$ cat src/rtl/marker_pkg.sv
// marker_pkg: shared lock-state encoding and width helper for 1 PPS marker consumers
package marker_pkg;

  typedef enum logic [1:0] {
    FREERUN  = 2'd0,
    ACQUIRE  = 2'd1,
    LOCKED   = 2'd2,
    HOLDOVER = 2'd3
  } marker_state_e;

  function automatic int cnt_width(input int freq);
    return (freq > 1) ? $clog2(freq) : 1;
  endfunction

endpackage

$ cat src/rtl/marker_edge_sync.sv
// marker_edge_sync: synchronizes a raw marker, detects its rising edge and registers it as evalPulse
module marker_edge_sync (
  input  logic sysClk,
  input  logic sysReset_n,
  input  logic markerIn,
  output logic evalPulse
);

  logic s1_q, s2_q, dly_q, eval_q;
  logic s1_d, s2_d, dly_d, eval_d;

  // two-flop synchronizer, delay stage and registered rising-edge detect
  always_comb begin
    s1_d   = markerIn;
    s2_d   = s1_q;
    dly_d  = s2_q;
    eval_d = s2_q & ~dly_q;
  end

  // pipeline registers, cleared while reset is held
  always_ff @(posedge sysClk) begin
    if (!sysReset_n) begin
      s1_q   <= 1'b0;
      s2_q   <= 1'b0;
      dly_q  <= 1'b0;
      eval_q <= 1'b0;
    end else begin
      s1_q   <= s1_d;
      s2_q   <= s2_d;
      dly_q  <= dly_d;
      eval_q <= eval_d;
    end
  end

  assign evalPulse = eval_q;

endmodule

$ cat src/rtl/marker_holdover.sv
// marker_holdover: regenerates a fixed-width 1 PPS that locks to qualified markers and free-runs in holdover
module marker_holdover
  import marker_pkg::*;
#(
  parameter int SYSCLK_FREQUENCY = 100000000,
  parameter int PULSE_WIDTH      = 4,
  parameter int ACQUIRE_COUNT    = 3,
  parameter int HOLDOVER_LIMIT   = 10,
  localparam int CW = cnt_width(SYSCLK_FREQUENCY),
  localparam int HW = $clog2(HOLDOVER_LIMIT + 1)
) (
  input  logic                 sysClk,
  input  logic                 sysReset_n,
  input  logic                 markerIn,
  input  logic                 markerValid,
  output logic                 markerOut,
  output logic [1:0]           state,
  output logic signed [CW:0]   phaseError,
  output logic                 phaseErrorStrobe,
  output logic [HW-1:0]        holdoverSeconds
);

  localparam int PW = $clog2(PULSE_WIDTH + 1);
  localparam int AW = $clog2(ACQUIRE_COUNT + 1);
  localparam logic [CW-1:0] C_LAST  = CW'(SYSCLK_FREQUENCY - 1);
  localparam logic [CW-1:0] C_HALF  = CW'(SYSCLK_FREQUENCY / 2);
  localparam logic [PW-1:0] W_FULL  = PW'(PULSE_WIDTH);
  localparam logic [AW-1:0] A_DONE  = AW'(ACQUIRE_COUNT);
  localparam logic [HW-1:0] H_LIMIT = HW'(HOLDOVER_LIMIT);
  localparam marker_state_e ACQ_ENTRY = (ACQUIRE_COUNT <= 1) ? LOCKED : ACQUIRE;

  marker_state_e state_q, state_d;
  logic [CW-1:0] cnt_q, cnt_d;
  logic [AW-1:0] acq_q, acq_d, acq_inc;
  logic [HW-1:0] hs_q, hs_d, hs_inc;
  logic [PW-1:0] wc_q, wc_d;
  logic signed [CW:0] pe_q, pe_d;
  logic [CW:0] meas;
  logic fire_q, fire_d, out_q, out_d, stb_q, stb_d;
  logic eval_pulse, acc, early, wrap, fire;

  marker_edge_sync u_sync (
    .sysClk     (sysClk),
    .sysReset_n (sysReset_n),
    .markerIn   (markerIn),
    .evalPulse  (eval_pulse)
  );

  // period counter, reload on accepted edges, phase measurement and pulse stretcher
  always_comb begin
    acc    = eval_pulse & markerValid;
    early  = cnt_q >= C_HALF;
    wrap   = cnt_q == C_LAST;
    fire   = acc ? early : wrap;
    cnt_d  = (acc | wrap) ? '0 : cnt_q + CW'(1);
    meas   = early ? {1'b0, cnt_q} - {1'b0, C_LAST} : {1'b0, cnt_q} + (CW + 1)'(1);
    stb_d  = acc & (state_q == ACQUIRE | state_q == LOCKED);
    pe_d   = stb_d ? meas : pe_q;
    fire_d = fire;
    wc_d   = fire_q ? W_FULL : (wc_q != '0 ? wc_q - PW'(1) : '0);
    out_d  = wc_d != '0;
  end

  // lock-state machine with acquisition and holdover-second tracking
  always_comb begin
    state_d = state_q;
    acq_d   = acq_q;
    hs_d    = hs_q;
    acq_inc = acq_q + AW'(1);
    hs_inc  = (hs_q == H_LIMIT) ? hs_q : hs_q + HW'(1);
    case (state_q)
      FREERUN: if (acc) begin
        state_d = ACQ_ENTRY;
        acq_d   = AW'(1);
      end
      ACQUIRE: if (!markerValid) begin
        state_d = FREERUN;
        acq_d   = '0;
      end else if (acc) begin
        acq_d   = acq_inc;
        state_d = (acq_inc >= A_DONE) ? LOCKED : ACQUIRE;
      end
      LOCKED: if (!markerValid) begin
        state_d = HOLDOVER;
        hs_d    = '0;
      end
      HOLDOVER: if (acc) begin
        state_d = ACQ_ENTRY;
        acq_d   = AW'(1);
        hs_d    = '0;
      end else if (fire) begin
        hs_d    = hs_inc;
        state_d = (hs_inc == H_LIMIT) ? FREERUN : HOLDOVER;
      end
      default: state_d = FREERUN;
    endcase
  end

  // state registers; reset aborts any pulse in progress
  always_ff @(posedge sysClk) begin
    if (!sysReset_n) begin
      state_q <= FREERUN;
      cnt_q   <= '0;
      acq_q   <= '0;
      hs_q    <= '0;
      wc_q    <= '0;
      pe_q    <= '0;
      fire_q  <= 1'b0;
      out_q   <= 1'b0;
      stb_q   <= 1'b0;
    end else begin
      state_q <= state_d;
      cnt_q   <= cnt_d;
      acq_q   <= acq_d;
      hs_q    <= hs_d;
      wc_q    <= wc_d;
      pe_q    <= pe_d;
      fire_q  <= fire_d;
      out_q   <= out_d;
      stb_q   <= stb_d;
    end
  end

  assign markerOut        = out_q;
  assign state            = state_q;
  assign phaseError       = pe_q;
  assign phaseErrorStrobe = stb_q;
  assign holdoverSeconds  = hs_q;

endmodule
$ cat config.mk
export PLATFORM = sky130hd
export DESIGN_NAME = marker_holdover
export DESIGN_NICKNAME = d
export VERILOG_FILES = /design/src/rtl/marker_pkg.sv /design/src/rtl/marker_edge_sync.sv /design/src/rtl/marker_holdover.sv
export SDC_FILE = /design/constraint.sdc
export NUM_CORES = 1
export LEC_CHECK = 0
export ABC_AREA = 0
export BUFFER_PORTS_ARGS = -buffer_cell sky130_fd_sc_hd__buf_2
export CORE_ASPECT_RATIO = 1.25
export CORE_MARGIN = 5
export CORE_UTILIZATION = 55
export CTS_CLUSTER_DIAMETER = 60
export CTS_CLUSTER_SIZE = 12
export DETAILED_ROUTE_END_ITERATION = 10
export GPL_TIMING_DRIVEN = 0
export PLACE_DENSITY = 0.71
export SYNTH_ARGS = -nofsm -noshare
export SYNTH_HDL_FRONTEND = slang
export SYNTH_SLANG_ARGS = --single-unit
$ cat constraint.sdc
create_clock -name sysClk -period 3.45 [get_ports sysClk]
set_input_delay 0 -clock sysClk [delete_from_list [all_inputs] [get_ports sysClk]]
set_output_delay 0 -clock sysClk [all_outputs]
set_load 0.005 [all_outputs]
# Word level (Yosys, flattened, before mapping)
# Cells that the tools add are included.
totals:
  output_inout_bits: 36
  ff_bits: 73
  inputBits: 4
  elab_cells: 70
classes:
  eq_ne: 11
  mux: 21
  add_sub_neg: 6
  reduce_logical: 10
  n_bitwise: 7
  n_lt_le_gt_ge: 2
ops:
  columns: ["op", "count"]
  rows:
  - ["$add 27x1->28 const B", 1]
  - ["$mux 28", 1]
  - ["$sub 27x27->28 const B", 1]
  - ["$add 27x1->27 const B", 1]
  - ["$eq 27x27->1 const B", 1]
  - ["$ge 27x26->1 const B", 1]
  - ["$mux 2", 10]
  - ["$mux 4", 4]
  - ["$eq 4x4->1 const B", 2]
  - ["$pmux 2 s4", 1]
  - ["$pmux 4 s2", 1]
  - ["$mux 3", 2]
  - ["$ne 3x3->1 const B", 2]
  - ["$reduce_and 3->1", 2]
  - ["$reduce_bool 3->1", 2]
  - ["$add 4x1->4 const B", 1]
  - ["$eq 2x2->1 const B", 2]
  - ["$ne 2x2->1 const B", 2]
  - ["$pmux 2 s2", 1]
  - ["$reduce_and 4->1", 1]
  - ["$reduce_bool 2->1", 2]
  - ["$reduce_or 2->1", 2]
  - ["$and 1x1->1", 3]
  - ["$sub 3x1->3 const B", 1]
  - ["8 further kinds", 10]

# Logic depth before layout (Yosys ltp)
# Gate-level depths: netlist of run 1.
depth:
  ltp_word: 7
  mapped_depth: 10
  ltp_nobuf: 8

# By module
# Synthesis of run 1 repeated with hierarchy kept, for this count alone.
hier_totals:
  hier_cells: 467
  area_unflattened_um2: 3823.7
by_module_without_submodules:
  columns: ["module", "seq_area_each_um2", "cells_per_inst", "area_per_inst_um2", "instances"]
  rows:
  - ["marker_holdover", 1381.3, 459, 3712.3, 1]
  - ["marker_edge_sync", 80.1, 8, 111.4, 1]

# Least setup slack after synthesis of run 1
# Ideal clock, no wire load.
synth_path:
  path_type: "register to register"
  from: "register cnt_q[9]"
  to: "register pe_q[20], in the netlist phaseError[20]"
  path_buffers: 3
  synth_period_minus_slack_ns: 2.392
  arrival_ns: 2.260
  path_slack_ns: 1.058
  stages_incl_launch_ff: 10
  path_cell_list: "dfxtp_1 buf_6 or4_1 buf_2 o311a_1 a31oi_1 buf_6 mux2i_1 xor2_1 a21oi_1"
synth_via:
  elab_chain_cells: 2
  elab_cells_between_ends: 4
  classes_between: "add/sub (2); order compare (1); mux (1)"
synth_lines:
  columns: ["item", "line", "text"]
  rows:
  - ["start: declaration", "marker_holdover.sv:33", "logic [CW-1:0] cnt_q, cnt_d;"]
  - ["start signal: assignment", "marker_holdover.sv:113", "cnt_q <= cnt_d;"]
  - ["$add 27x1->28, or another cell as far along", "marker_holdover.sv:56", "meas = early ? {1'b0, cnt_q} - {1'b0, C_LAST} : {1'b0, cnt_q} + (CW + 1)'(1);"]
  - ["$mux 28 (*)", "marker_holdover.sv:56", null]
  - ["end signal: assignment", "marker_holdover.sv:117", "pe_q <= pe_d;"]
  - ["end: declaration", "marker_holdover.sv:37", "logic signed [CW:0] pe_q, pe_d;"]
# Every way passes the cells marked *; elsewhere a longest branch is shown, timed or not.
# A chain may end at the register's enable or synchronous reset.

# Worst setup path in the final report of run 1
layout_path:
  from: "register cnt_q[12]"
  to: "register pe_q[23], in the netlist phaseError[23]"
# The elaborated chain is that of the path after synthesis.

==> metrics.cfg, run 1 <==
[run_status]
outcome=finished, final reports clean

[detailed_routing]
routed_wirelength_um=8938
vias_per_cell=5.643
wire_per_inst_um=15.05
ant_nets=0
routed-via-count=3352
drc=0
dr.pass1.iters=4
drtIter0Drc=134

[global_routing]
antenna_found_initial=0
gr-total-overflow=0
grt_pass1_vias=3158
grt_pass1_wl_um=14720
grt_max_degree=14
grt_usage_pct=21.24

[setup_path]
crit_required_ns=3.67
cp.arrival_ns=3.13
end_kind=flip-flop
start_kind=flip-flop
criticalPathCategory=flip-flop to flip-flop
crit_fanout=10

[finish]
drive_above_1_share_pct=12.82
multi_input_area_um2=2118
num_antenna_cells=0
mostFrequentLayoutCells=dfxtp_1 (73), nor2_1 (61), buf_2 (39), clkbuf_1 (27), nand3_1 (27)
final_nets=518
num-fill-cells=577
layout_commonest_cell=dfxtp_1
finalNonFillerCells=594
area_growth_pct=13.85
final_util_pct=64.69
regArea_um2=1461
fin_area_um2=4300

[logic_synthesis]
ys_ff_latch=73
async_flop_share_pct=0
syn-num-nets=469
synth_flop_cell=dfxtp_1
ys_seq_area_share_pct=38.69
synth_edf_count=0
mappedNetlistArea_um2=3777
ys_warn_count=0
syn_inst=453
synth_cell_type_count=53
synth.avg_cell_area_um2=8.339

[sta]
timing.final.ws_setup_ns=0.5404
hold_viol_final=0
drv_slew=0
max_slew_margin_pct=10.56
period_share_pct=84.34
fmax_mhz=343.7
rsz0062_at_grt=no
worstMarginPinSlew_ns=1.329
skew_ns=0.009412
tns_ns=0
setup_viol_count_final=0
holdWs_ns=0.04588
min_period_ns=2.910

[clocking]
clk_path_buf_depth=2
clock-root-buffer=clkbuf_8
clk_latency_ns=0.36
cts_resized=0
h-tree-depth=3
cts-hold-fix-buffers=1
cts_buffers=9
cts_tree=built
clk_pin_slew_ns=0.08
clock_sink_count=73
cts_setup_buffers=0

[placed_design]
place_hpwl_um=6683
dp_slack_ns=0.5495
io_buffers=37
place_inst=577
finalWeightedCongestion=0.9618
placed_area_um2=4071

[flow_run]
maxCapViolCount=0

[worst_hold_path]
hold_path_class=input port to flip-flop

[power_and_ir_drop]
ir_drop_uv=361.5
power_density_nw_per_um2=408.2
finalPower_mw=1.755
p_leak_nw=1.679

[floorplan]
die_h_um=102.7
chipWidth_um=84.13
core_area_um2=6648
rows=33
dieArea_um2=8636
initial_core_util_pct=56.82
pin_count=40

## final cells by class
type	count	area share, %
plain buffers	32	3.288
clock buffers	10	2.968
clock inverters	6	2.124
inverters	15	1.309
multi-input cells	333	49.26
flip-flops and latches	73	33.98
well taps	87	2.531
repair buffers	38	4.539
## synth_stat cells, types with 3 or more instances
cell | number | area share, %
dfxtp_1 | 73 | 39
nor2_1 | 61 | 6.1
nand3_1 | 27 | 3.6
clkbuf_1 | 26 | 2.6
nand2_1 | 26 | 2.6
xnor2_1 | 23 | 5.3
a21oi_1 | 21 | 2.8
o21ai_0 | 17 | 2.3
mux2i_1 | 16 | 4.2
inv_1 | 15 | 1.5
nand4_1 | 14 | 2.3
xor2_1 | 13 | 3.0
ha_1 | 12 | 4.0
a211oi_1 | 11 | 2.2
or3_1 | 9 | 1.5
and3_1 | 8 | 1.3
nor3_1 | 7 | 0.93
a31oi_1 | 6 | 0.99
nand2b_1 | 6 | 0.99
o211ai_1 | 6 | 1.2
and2_1 | 5 | 0.83
and4_1 | 4 | 0.93
nand4b_1 | 4 | 0.93
a31o_2 | 3 | 0.70
o21ai_1 | 3 | 0.40
## state kept, by name, indices dropped and copies added, names as in the netlist
name and flops:
cnt_q 27, markerOut 1, phaseError 28, wc_q 3
state 2, u_sync.s1_q 1, u_sync.dly_q 1, acq_q 2
phaseErrorStrobe 1, u_sync.evalPulse 1, u_sync.dly_d 1, fire_q 1
holdoverSeconds 4
## where the power goes
group	total, mW	leakage [nW]	switching, mW	internal [mW]
Combinational	0.145	0.991	0.0893	0.0560
Clock	0.735	0.0991	0.325	0.409
Sequential	0.875	0.589	0.0164	0.859
Total	1.76	1.68	0.431	1.32
## worst paths after layout
check	from	end	slack, ns	cells past startpoint
setup / recovery	cnt_q[12]$_SDFF_PP0_	phaseError[23]$_SDFFE_PN0P_	0.54	7
hold / removal	sysReset_n	wc_q[0]$_SDFF_PN0_	0.05	3
setup reg to reg	cnt_q[12]$_SDFF_PP0_	phaseError[23]$_SDFFE_PN0P_	0.54	7
hold reg to reg	u_sync.dly_q$_SDFF_PN0_	u_sync.evalPulse$_SDFF_PN0_	0.40	1
## routing by layer
layer	share of wire (%)	up-vias	global-route usage (%)
li1	-	1703	-
met2	50	59	37.18
met5	0	-	0
met3	3.4	22	3.517
met4	2.9	0	11.51
met1	44	1568	24.98
## worst max-delay path, cell delays in order (launching register included)
cell      delay, ns
dfxtp_1        0.34
clkbuf_1       0.37
nand4_1        0.21
nor4_1         1.04
nand4_1        0.31
mux2i_1        0.28
xnor2_1        0.14
a21oi_1        0.08
## logic make-up after synthesis
kind of cell | synth area share, %
buffers and inverters | 5.233
adder cells (fa/ha/maj) | 3.975
XOR/XNOR | 8.347
multiplexers | 4.836
AO/OA/AOI/OAI | 14.51
AND/OR/NAND/NOR | 24.41
flip-flops | 38.69
No activity file was read; power rests on OpenSTA's default activity.
==> run 2, diff against run 1 <==
--- a/config.mk
+++ b/config.mk
@@ -9,12 +9,12 @@
 export BUFFER_PORTS_ARGS = -buffer_cell sky130_fd_sc_hd__buf_2
 export CORE_ASPECT_RATIO = 1.25
 export CORE_MARGIN = 5
-export CORE_UTILIZATION = 55
+export CORE_UTILIZATION = 53
 export CTS_CLUSTER_DIAMETER = 60
 export CTS_CLUSTER_SIZE = 12
 export DETAILED_ROUTE_END_ITERATION = 10
 export GPL_TIMING_DRIVEN = 0
-export PLACE_DENSITY = 0.71
+export PLACE_DENSITY = 0.72
 export SYNTH_ARGS = -nofsm -noshare
 export SYNTH_HDL_FRONTEND = slang
 export SYNTH_SLANG_ARGS = --single-unit
==> constraint.sdc (replaced) <==
create_clock -name sysClk -period 2.41 [get_ports sysClk]
set_input_delay 0 -clock sysClk [delete_from_list [all_inputs] [get_ports sysClk]]
set_output_delay 0 -clock sysClk [all_outputs]
set_load 0.005 [all_outputs]
==> metrics.cfg, run 2 (synthesized netlist as in run 1, its figures left out) <==
[clocking]
clk_latency_ns=0.35
h-tree-depth=3
clk_pin_slew_ns=0.08
clock-root-buffer=clkbuf_8
cts_tree=built
clock_sink_count=73
clk_path_buf_depth=2
cts_buffers=9

[setup_path]
crit_fanout=8
crit_required_ns=2.69
cp_top_family=simple AND/OR/NAND/NOR gates
criticalPathCategory=flip-flop to flip-flop
crit_slowest_cell=or4_4
start_kind=flip-flop
slowest_delay_ns=0.57
crit_buf_inv=2
crit_path_cell_trace=or4_4 > o311a_1 > a31oi_2 > buf_6 > buf_12 > mux2i_2 > nand4b_1 > o211ai_1
end_kind=flip-flop
cp.arrival_ns=2.63

[finish]
drive_above_1_share_pct=19.07
mostFrequentLayoutCells=dfxtp_1 (70), nor2_1 (60), buf_2 (38), nand3_1 (26), nand2_1 (26)
final_nets=526
num_antenna_cells=0
area_growth_pct=20.77
largest_register_ffs=28
layout_commonest_cell=dfxtp_1
final_util_pct=65.39

[sta]
skew_ns=0.007518
period_share_pct=97.61
rsz0062_at_grt=yes
max_slew_margin_pct=58.39
setup_viol_count_final=0
hold_viol_final=0
drv_slew=0
min_period_ns=2.352
fmax_mhz=425.1
holdWs_ns=0.06693
worstMarginPinSlew_ns=0.6193

[power_and_ir_drop]
switchingPower_mw=0.6017
power_density_nw_per_um2=574.0
finalPower_mw=2.618
intPower_mw=2.017
clock_power_share_pct=44.5
ir_drop_uv=411.9
p_comb_share_pct=7.8
power_frac_seq_pct=47.7
switching_share_pct=22.98
p_leak_nw=1.772

[floorplan]
core_area_um2=6977
pin_count=40
dieArea_um2=8926
chipWidth_um=85.51
initial_core_util_pct=54.14
rows=34
die_h_um=104.4

[placed_design]
io_buffers=37
finalWeightedCongestion=0.9934
place_hpwl_um=6581

[detailed_routing]
drc=0
routed_wirelength_um=9270
ant_nets=0
drtIter0Drc=109
routed-via-count=3421
dr.pass1.iters=5
vias_per_cell=5.664
wire_per_inst_um=15.35

[global_routing]
grt_usage_pct=21.06
gr-total-overflow=0
grt_pass1_vias=3327
grt_max_degree=13
grt_pass1_wl_um=15190
antenna_found_initial=0

[worst_hold_path]
hold_path_class=input port to flip-flop

[run_status]
outcome=finished, final reports clean

[flow_run]
maxCapViolCount=0

## run 2: through the flow
step | cell area, µm² | setup TNS, ns | worst slack [ns] | instances
2_1_floorplan | 3777 | 0 | 0.01790 | 453
4_1_cts | 4477 | -0.02527 | -0.01408 | 602
3_5_place_dp | 4075 | -5.289 | -0.3396 | 580
3_3_place_gp | 4075 | -3.716 | -0.3327 | 580
5_1_grt | 4562 | -0.2497 | -0.04549 | 604
6_report | 4562 | 0 | 0.05769 | 604
## run 2: worst paths after layout
kind | end | slack (ns) | depth (start not counted) | startpoint
min reg2reg | u_sync.evalPulse$_SDFF_PN0_ | 0.40 | 1 | u_sync.dly_q$_SDFF_PN0_
max reg2reg | phaseError[11]$_SDFFE_PN0P_ | 0.06 | 8 | cnt_q[9]$_SDFF_PP0_
min | wc_q[1]$_SDFF_PN0_ | 0.07 | 3 | sysReset_n
max | phaseError[11]$_SDFFE_PN0P_ | 0.06 | 8 | cnt_q[9]$_SDFF_PP0_
## run 2: area by class of cell
type,count,area (µm²)
inverter,15,56.30
timing repair buffer,51,296.5
clock inverter,5,103.9
tap,90,112.6
buffer,27,131.4
fill,613,2415
sequential,73,1470
multi-input combinational,333,2253
clock buffer,10,137.6
## run 2: timing repair
item                       in CTS  in global routing
pin swaps                      12                 11
setup endpoints to repair      42                 35
resized for setup              27                 16
hold buffers                    1                  0
gates cloned                    1                  0
hold endpoints to repair        1                  0
buffers inserted                8                  4
## run 2: metal layers
metal | vias to the layer above | global-route usage [%] | share of wire, %
met2 | 75 | 36.39 | 51
met5 | - | 0 | 0
li1 | 1718 | - | -
met3 | 19 | 4.596 | 4.2
met4 | 0 | 9.502 | 2.1
met1 | 1609 | 24.44 | 43
## run 2: power groups by stage
stage,Clock (mW),Sequential [mW],Combinational (mW)
final,1.16,1.25,0.204
after global placement,0,1.28,0.195
after global routing,1.24,1.26,0.232
after CTS,1.19,1.25,0.204
after floorplan,0,1.28,0.147
after detailed placement,0,1.28,0.201
## run 2: worst min-delay path, stage by stage
cell and delay (ns):
clkbuf_1 0.18, nand2b_1 0.15, a21oi_1 0.04
